--- src/rtl/sdram_pixel_reader_pkg.sv ---
// Shared video definitions: packed-word bit fields common to the writer-side packer
// and this reader, plus the reader state encoding.
package sdram_pixel_reader_pkg;

  typedef enum logic [1:0] {
    ST_IDLE   = 2'd0,
    ST_FILL   = 2'd1,
    ST_STREAM = 2'd2
  } rd_state_t;

  localparam int PIX_W = 30;

  // FIFO 2 word: {0, G[4:0], R[9:0]}
  localparam int R_LSB   = 0;
  localparam int R_MSB   = 9;
  localparam int GLO_LSB = 10;
  localparam int GLO_MSB = 14;
  // FIFO 1 word: {0, G[9:5], B[9:0]}
  localparam int GHI_LSB = 10;
  localparam int GHI_MSB = 14;
  localparam int B_LSB   = 0;
  localparam int B_MSB   = 9;

  // Returns {R[9:0], G[9:0], B[9:0]}; bit 15 of both words is ignored.
  function automatic logic [PIX_W-1:0] unpack_pixel(input logic [15:0] w1,
                                                    input logic [15:0] w2);
    return {w2[R_MSB:R_LSB], w1[GHI_MSB:GHI_LSB], w2[GLO_MSB:GLO_LSB], w1[B_MSB:B_LSB]};
  endfunction

endpackage

--- src/rtl/sdram_pixel_reader_skid.sv ---
// Two-entry pixel buffer between the SDRAM read FIFOs and the display request.
// o_data is always the oldest entry; a push and pop at occupancy 1 keeps only the new word.
module pixel_skid_buf2
  import sdram_pixel_reader_pkg::*;
(
  input  logic             i_clk,
  input  logic             i_rst_n,
  input  logic             i_flush,
  input  logic             i_push,
  input  logic             i_pop,
  input  logic [PIX_W-1:0] i_data,
  output logic [PIX_W-1:0] o_data,
  output logic [1:0]       o_count
);

  logic [PIX_W-1:0] r_head;
  logic [PIX_W-1:0] r_tail;
  logic [1:0]       r_count;
  logic             w_pop;

  assign w_pop   = i_pop && (r_count != 2'd0);
  assign o_data  = r_head;
  assign o_count = r_count;

  always_ff @(posedge i_clk or negedge i_rst_n) begin
    if (!i_rst_n) begin
      r_head  <= '0;
      r_tail  <= '0;
      r_count <= 2'd0;
    end else if (i_flush) begin
      r_count <= 2'd0;
    end else begin
      case ({i_push, w_pop})
        2'b10: begin
          if (r_count == 2'd0) r_head <= i_data;
          else if (r_count == 2'd1) r_tail <= i_data;
          if (r_count != 2'd2) r_count <= r_count + 2'd1;
        end
        2'b01: begin
          r_head  <= r_tail;
          r_count <= r_count - 2'd1;
        end
        2'b11: begin
          if (r_count == 2'd1) begin
            r_head <= i_data;
          end else begin
            r_head <= r_tail;
            r_tail <= i_data;
          end
        end
        default: ;
      endcase
    end
  end

endmodule

--- src/rtl/sdram_pixel_reader.sv ---
// Display-side reader: prefetches packed words from two SDRAM read FIFOs into a
// 2-entry RGB buffer and answers one pixel per display request, flagging underflows.
module sdram_pixel_reader
  import sdram_pixel_reader_pkg::*;
#(
  parameter int FRAME_PIXELS = 307200,
  parameter int CNT_W        = 19
) (
  input  logic        iClk,
  input  logic        iRst_n,
  input  logic        iFrame_start,
  input  logic        iReq,
  input  logic        iRd1_empty,
  input  logic        iRd2_empty,
  input  logic [15:0] iRd1_data,
  input  logic [15:0] iRd2_data,
  output logic        oRd,
  output logic [9:0]  oRed,
  output logic [9:0]  oGreen,
  output logic [9:0]  oBlue,
  output logic        oValid,
  output logic        oUnderflow,
  output logic [15:0] oUnderflow_cnt,
  output logic        oFrame_short,
  output logic [1:0]  oDbg_state
);

  localparam logic [CNT_W-1:0] LAST_PIX = CNT_W'(FRAME_PIXELS - 1);

  rd_state_t        r_state;
  logic [CNT_W-1:0] r_px_cnt;
  logic             r_inflight;

  logic [PIX_W-1:0] w_head;
  logic [PIX_W-1:0] w_rd_pix;
  logic [1:0]       w_count;
  logic [2:0]       w_occ_after;
  logic             w_active;
  logic             w_restart;
  logic             w_stream_req;
  logic             w_pop;
  logic             w_push;
  logic             w_rd;

  assign w_active     = (r_state != ST_IDLE);
  assign w_restart    = iFrame_start && w_active;
  assign w_stream_req = iReq && (r_state == ST_STREAM) && !iFrame_start;
  assign w_pop        = w_stream_req && (w_count != 2'd0);
  // A word returning on a restart cycle belongs to the abandoned frame.
  assign w_push       = r_inflight && !w_restart;
  assign w_occ_after  = {1'b0, w_count} + {2'b00, r_inflight} - {2'b00, w_pop};
  assign w_rd         = w_active && !iFrame_start && !iRd1_empty && !iRd2_empty &&
                        (w_occ_after < 3'd2);
  assign w_rd_pix     = unpack_pixel(iRd1_data, iRd2_data);

  assign oRd        = w_rd;
  assign oDbg_state = r_state;

  pixel_skid_buf2 u_buf (
    .i_clk   (iClk),
    .i_rst_n (iRst_n),
    .i_flush (w_restart),
    .i_push  (w_push),
    .i_pop   (w_pop),
    .i_data  (w_rd_pix),
    .o_data  (w_head),
    .o_count (w_count)
  );

  always_ff @(posedge iClk or negedge iRst_n) begin
    if (!iRst_n) begin
      r_state        <= ST_IDLE;
      r_px_cnt       <= '0;
      r_inflight     <= 1'b0;
      oValid         <= 1'b0;
      oRed           <= '0;
      oGreen         <= '0;
      oBlue          <= '0;
      oUnderflow     <= 1'b0;
      oUnderflow_cnt <= '0;
      oFrame_short   <= 1'b0;
    end else begin
      r_inflight   <= w_rd;
      oValid       <= iReq;
      oFrame_short <= w_restart && (r_state == ST_STREAM) && (r_px_cnt < LAST_PIX);

      if (iReq) {oRed, oGreen, oBlue} <= w_pop ? w_head : '0;

      if (w_stream_req && !w_pop) begin
        oUnderflow <= 1'b1;
        if (oUnderflow_cnt != 16'hFFFF) oUnderflow_cnt <= oUnderflow_cnt + 16'd1;
      end

      if (w_restart) begin
        r_state  <= ST_FILL;
        r_px_cnt <= '0;
      end else begin
        case (r_state)
          ST_IDLE: if (iFrame_start) r_state <= ST_FILL;
          ST_FILL: if (({1'b0, w_count} + {2'b00, r_inflight}) == 3'd2) r_state <= ST_STREAM;
          ST_STREAM: begin
            if (w_stream_req) begin
              if (r_px_cnt == LAST_PIX) begin
                r_state  <= ST_IDLE;
                r_px_cnt <= '0;
              end else begin
                r_px_cnt <= r_px_cnt + CNT_W'(1);
              end
            end
          end
          default: r_state <= ST_IDLE;
        endcase
      end
    end
  end

endmodule

--- config.mk ---
export PLATFORM = sky130hd
export DESIGN_NAME = sdram_pixel_reader
export DESIGN_NICKNAME = d
export VERILOG_FILES = /design/src/rtl/sdram_pixel_reader_pkg.sv /design/src/rtl/sdram_pixel_reader_skid.sv /design/src/rtl/sdram_pixel_reader.sv
export SDC_FILE = /design/constraint.sdc
export NUM_CORES = 1
export LEC_CHECK = 0
export ABC_AREA = 1
export ABC_CLOCK_PERIOD_IN_PS = 2600
export BUFFER_PORTS_ARGS = -buffer_cell sky130_fd_sc_hd__buf_2
export CAP_MARGIN = 30
export CORE_UTILIZATION = 59
export CTS_CLUSTER_SIZE = 25
export DETAILED_ROUTE_END_ITERATION = 16
export PLACE_DENSITY = 0.81
export REMOVE_ABC_BUFFERS = 1
export SKIP_LAST_GASP = 1
export SYNTH_ARGS = -nofsm -noshare
export SYNTH_HDL_FRONTEND = slang
export SYNTH_HIERARCHICAL = 1
export SYNTH_SLANG_ARGS = --single-unit
--- constraint.sdc ---
create_clock -name iClk -period 2.6 [get_ports iClk]
set_input_delay 0.39 -clock iClk [delete_from_list [all_inputs] [get_ports iClk]]
set_output_delay 0.39 -clock iClk [all_outputs]
set_load 0.03 [all_outputs]
# Yosys cells after proc, flatten, opt, wreduce, memory -nomap -nowiden
# Index checks and enable logic that the tools add are counted.
# W data, S select, Z words.
[op_classes] add_sub_neg=6 n_lt_le_gt_ge=2 n_eq_ne=18 n_mux=20 bitwise=1 reduce_logical=33
[ops] operator="$mux W30" count=5
[ops] operator="$pmux W30 S3" count=1
[ops] operator="$mux W19" count=4
[ops] operator="$pmux W30 S2" count=1
[ops] operator="$add A19 B1 Y19 const B" count=1
[ops] operator="$eq A19 B19 Y1 const B" count=1
[ops] operator="$lt A19 B19 Y1 const B" count=1
[ops] operator="$add A16 B1 Y16 const B" count=1
[ops] operator="$ne A16 B16 Y1 const B" count=1
[ops] operator="$mux W2" count=7
[ops] operator="$logic_and A1 B1 Y1" count=13
[ops] operator="$reduce_bool A2 Y1" count=5
[ops] operator="$ne A3 B3 Y1 const B" count=3
[ops] operator="$reduce_and A4 Y1" count=2
[ops] operator="$eq A2 B1 Y1 const B" count=3
[ops] operator="$eq A2 B2 Y1 const B" count=3
[ops] operator="$ne A2 B2 Y1 const B" count=3
[ops] operator="$ne A3 B2 Y1 const B" count=2
[ops] operator="$pmux W2 S3" count=1
[ops] operator="$reduce_and A2 Y1" count=3
[ops] operator="$reduce_bool A3 Y1" count=2
[ops] operator="$logic_not A1 Y1" count=5
[ops] operator="$logic_not A2 Y1" count=2
[ops] operator="$pmux W2 S2" count=1
[ops] operator="9 further kinds" count=9
[word_totals] regBits=133 in_bits=38 out_inout_bits=52 wordCells=93

# Logic depth before layout (Yosys ltp)
[logic_depth] ltp_word=8 ltp_mapped=14 ltp_nobuf=11

# Cells and area by module
# The synthesis kept the hierarchy.
[modules_own_cells] module="pixel_skid_buf2" n_inst=1 cells_per_inst=644 area_per_inst_um2=3870.0 seq_area_each_um2=1551.5
[modules_own_cells] module="sdram_pixel_reader" n_inst=1 cells_per_inst=438 area_per_inst_um2=3594.7 seq_area_each_um2=1776.7

# Least setup slack after synthesis
# Ideal clock, no wire load.
[synth_path] kind="reg2out" startpoint="register r_state[0], in the netlist oDbg_state[0]" endpoint="output oRd" arrival_time_ns=1.696 required_time_ns=2.210 path_slack_ns=0.514 stages_incl_launch_ff=9 path_buffers=0 path_cell_list="dfrtp_1 inv_1 nand2_2 nor3_2 nand2_1 nor2_1 ha_1 xnor2_1 and3_1"
[synth_between] elab_chain_len=7 word_cells_on_any_way=11 cone_classes="1 x add/sub; 1 x order compare; 1 x eq/ne; 8 x reduce/logical"
[synth_lines] element="start, declared" line_no="sdram_pixel_reader.sv:30" rtl="rd_state_t r_state;"
[synth_lines] element="start signal, assigned" line_no="sdram_pixel_reader.sv:72" rtl="r_state <= ST_IDLE;"
[synth_lines] element="start signal, assigned" line_no="sdram_pixel_reader.sv:95" rtl="r_state <= ST_FILL;"
[synth_lines] element="start signal, assigned" line_no="sdram_pixel_reader.sv:99" rtl="ST_IDLE: if (iFrame_start) r_state <= ST_FILL;"
[synth_lines] element="$eq A2 B2 Y1" line_no="sdram_pixel_reader.sv:47" rtl="assign w_stream_req = iReq && (r_state == ST_STREAM) && !iFrame_start;"
[synth_lines] element="$logic_and A1 B1 Y1 (2 in series)" line_no="sdram_pixel_reader.sv:47"
[synth_lines] element="$logic_and A1 B1 Y1" line_no="sdram_pixel_reader.sv:48" rtl="assign w_pop = w_stream_req && (w_count != 2'd0);"
[synth_lines] element="$sub A3 B1 Y3" line_no="sdram_pixel_reader.sv:51" rtl="assign w_occ_after = {1'b0, w_count} + {2'b00, r_inflight} - {2'b00, w_pop};"
[synth_lines] element="$lt A3 B2 Y1" line_no="sdram_pixel_reader.sv:53" rtl="(w_occ_after < 3'd2);"
[synth_lines] element="$logic_and A1 B1 Y1 *" line_no="sdram_pixel_reader.sv:52" rtl="assign w_rd = w_active && !iFrame_start && !iRd1_empty && !iRd2_empty &&"
[synth_lines] element="end, declared" line_no="sdram_pixel_reader.sv:17" rtl="output logic oRd,"
# Mark *: on every way between the ends. The rest lies on a longest branch, timed or not.

# Final worst setup path
# Same ends and word-level chain as after synthesis.

==> results_dict.tcl <==
set metrics [dict create \
    cts.sinks 133 \
    clk_path_buf_depth 2 \
    post-route-period-util 0.951 \
    max_cap_violations 0 \
    setup_violations 0 \
    path_delay_family "simple AND/OR/NAND/NOR gates" \
    synth_cell_types 29 \
    final_common_cell "nand2_1" \
    layout-drive-gt1-share 0.142 \
    final_net_count 1212 \
    grt_pass1_vias 6495 \
    finalPower_mw 5.52 \
    r2r-end "u_buf/o_data[17]" \
    end_kind "primary output" \
    finClkSkew_ns 0.00858 \
    max_slew_margin 0.638 \
    wl_mm 17.7 \
    clock_latency_ns 0.43 \
    diodes 0 \
    grt_pass1_wl_mm 30.1 \
    avgSynthCellArea_um2 6.90 \
    rows 40 \
    ys_ff_latch 133 \
    drc_errors 0 \
    hold_violations 0 \
    rrSetupSlack_ns 0.39 \
    critPathArrivalTime_ns 2.08 \
    numCtsBuffers 17 \
    worst_pin_slew_ns 0.541 \
    ir_worst_vdd_mv 0.491 \
    antenna_found_initial 0 \
    p_leak_nw 4.70 \
    cts-root-buf "clkbuf_16" \
    grt_setup_unrepaired "false" \
    netlist_area_um2 7460 \
    synthCells 1082 \
    worstHoldPathCells 1 \
    cts_tree "yes" \
    start_util 0.614 \
    fin_util 0.720 \
    gp_congestion 0.853 \
    slowest_stage "dfrtp_2" \
    hp-class "in -> reg" \
    dieHeight_um 114 \
    max_freq_mhz 405 \
    critical_path_class "reg -> out" \
    crit_chain "inv_1 -> nand2_2 -> nor3_4 -> nand2_2 -> nor2_2 -> ha_1 -> xnor2_1 -> and3_1 -> buf_6" \
    viasPerCell 5.22 \
    grtUsageTotal 0.291 \
    min_from "iReq" \
    start_kind "flop" \
    required_ns 2.21 \
    hold-worst-slack_ns 0.115 \
    fill_cells 997 \
    slowest_delay_ns 0.40 \
    cp_num_buf_inv 2 \
    io_pins 90 \
    multiInputGateArea_um2 3730 \
    die_area_um2 13100 \
    syn_to_final_growth_pct 17.3 \
    drt_pass1_iterations 5 \
    ys.warnings.count 6 \
    layout_min_cycle_time_ns 2.47 \
    grt.overflow.total 0 \
    outcome "finished clean" \
    vias 7027 \
    ys_seq_area_frac 0.446 \
    powerDensity_nw_per_um2 630 \
    path_clk_slew_ns 0.06 \
    hold_path_end "oValid" \
    drt-initial-drc-count 662 \
    htreeDepth 4 \
    ant_nets 0 \
    core_um2 12200 \
    maxSlewViolCount 0 \
    reg2regPathDepth 12 \
    regArea_um2 3330 \
    cp_max_fo 4 \
    final_cell_mix "nand2_1 (552), dfrtp_1 (131), nor2_1 (123)" \
    cpMostUsedCell "nand2_2" \
    hpwl_mm 11.3 \
    portBuffers 87 \
    dieWidth_um 114 \
    grt_max_degree 83 \
    detail_route.wl_per_cell_um 13.2 \
    rr_startpoint "oDbg_state[0]" \
]
-- synthesized netlist by cell type, drive strengths merged --
library cell,number,share of area
xor2,7,0.0082
dfrtp,133,0.45
xnor2,8,0.0094
nand3b,1,0.0010
nor3,4,0.0034
clkbuf,13,0.0065
nand4,11,0.0092
inv,53,0.027
nand3,35,0.023
or2,2,0.0017
nand2,559,0.28
nor2,130,0.068
o31ai,1,0.0010
a22o,30,0.035
and3,1,0.00084
a21oi,30,0.020
o21ai,23,0.017
ha,9,0.015
buf,32,0.024
-- worst register-to-register path, delay by kind of cell (launching register included) --
family / cells / cell delay, ns
buffers and inverters: 3 / 0.47
and+or+nand+nor: 9 / 1.29
DFF: 1 / 0.40
-- layer usage --
layer	routed length [um]	up-vias	track usage	share of wire
met4	310	0	0.103	0.017
met3	972	26	0.0651	0.055
met5	0	-	0	0
li1	-	3542	-	-
met2	8570	215	0.484	0.48
met1	7870	3244	0.374	0.44
-- layout make-up --
type	count	share of cell area
Sequential cell	133	0.380
Multi-Input combinational cell	851	0.426
Clock inverter	15	0.0207
Inverter	53	0.0227
Clock buffer	17	0.0486
Tap cell	168	0.0240
Timing Repair Buffer	109	0.0774
-- power breakdown --
group          internal (mW)  switching [mW]
combinational          0.219           0.404
sequential              2.28           0.146
clock                   1.51           0.953
total                   4.01            1.50
-- per-stage QoR --
step | instance area (um^2) | worst slack (ns) | cells | TNS, ns
after floorplan | 7240 | -0.956 | 1037 | -47.16
after global placement | 8100 | 0.423 | 1310 | 0
after detailed placement | 8100 | 0.366 | 1310 | 0
after CTS | 8720 | 0.0209 | 1343 | 0
after global routing | 8760 | 0.00912 | 1346 | 0
final | 8760 | 0.129 | 1346 | 0
-- flip-flops by register name, indices dropped and copies added (netlist names) --
name	cells
oRed	10
r_px_cnt	19
u_buf/o_count	2
u_buf/o_data	30
oBlue	10
oUnderflow_cnt	16
oUnderflow	1
r_inflight	1
oDbg_state	2
oValid	1
oFrame_short	1
oGreen	10
u_buf/r_tail	30
-- how the worst max path moves through the flow --
stage,start,end,cells after the start
floorplan,iReq,u_buf/r_tail[0],8
global placement,oDbg_state[0],u_buf/o_data[24],12
detailed placement,oDbg_state[0],u_buf/o_data[17],12
CTS,oDbg_state[0],oRd,9
global route,oDbg_state[0],oRd,9
finish,oDbg_state[0],oRd,9
-- timing repair --
item,4_1_cts,5_1_grt
resized for setup,1,7
setup buffers,0,3
hold buffers,1,0
endpoints found under the setup margin,1,1
pin swaps,0,2
endpoints found under the hold margin,20,0
cloned,0,0
-- cells by family after synthesis --
family | share of synthesized area
simple gates | 0.391
buf+inv | 0.0572
fa+ha+maj | 0.0151
xor+xnor | 0.0176
flops | 0.446
compound gates | 0.0732
No activity file was read; power rests on OpenSTA's default activity.
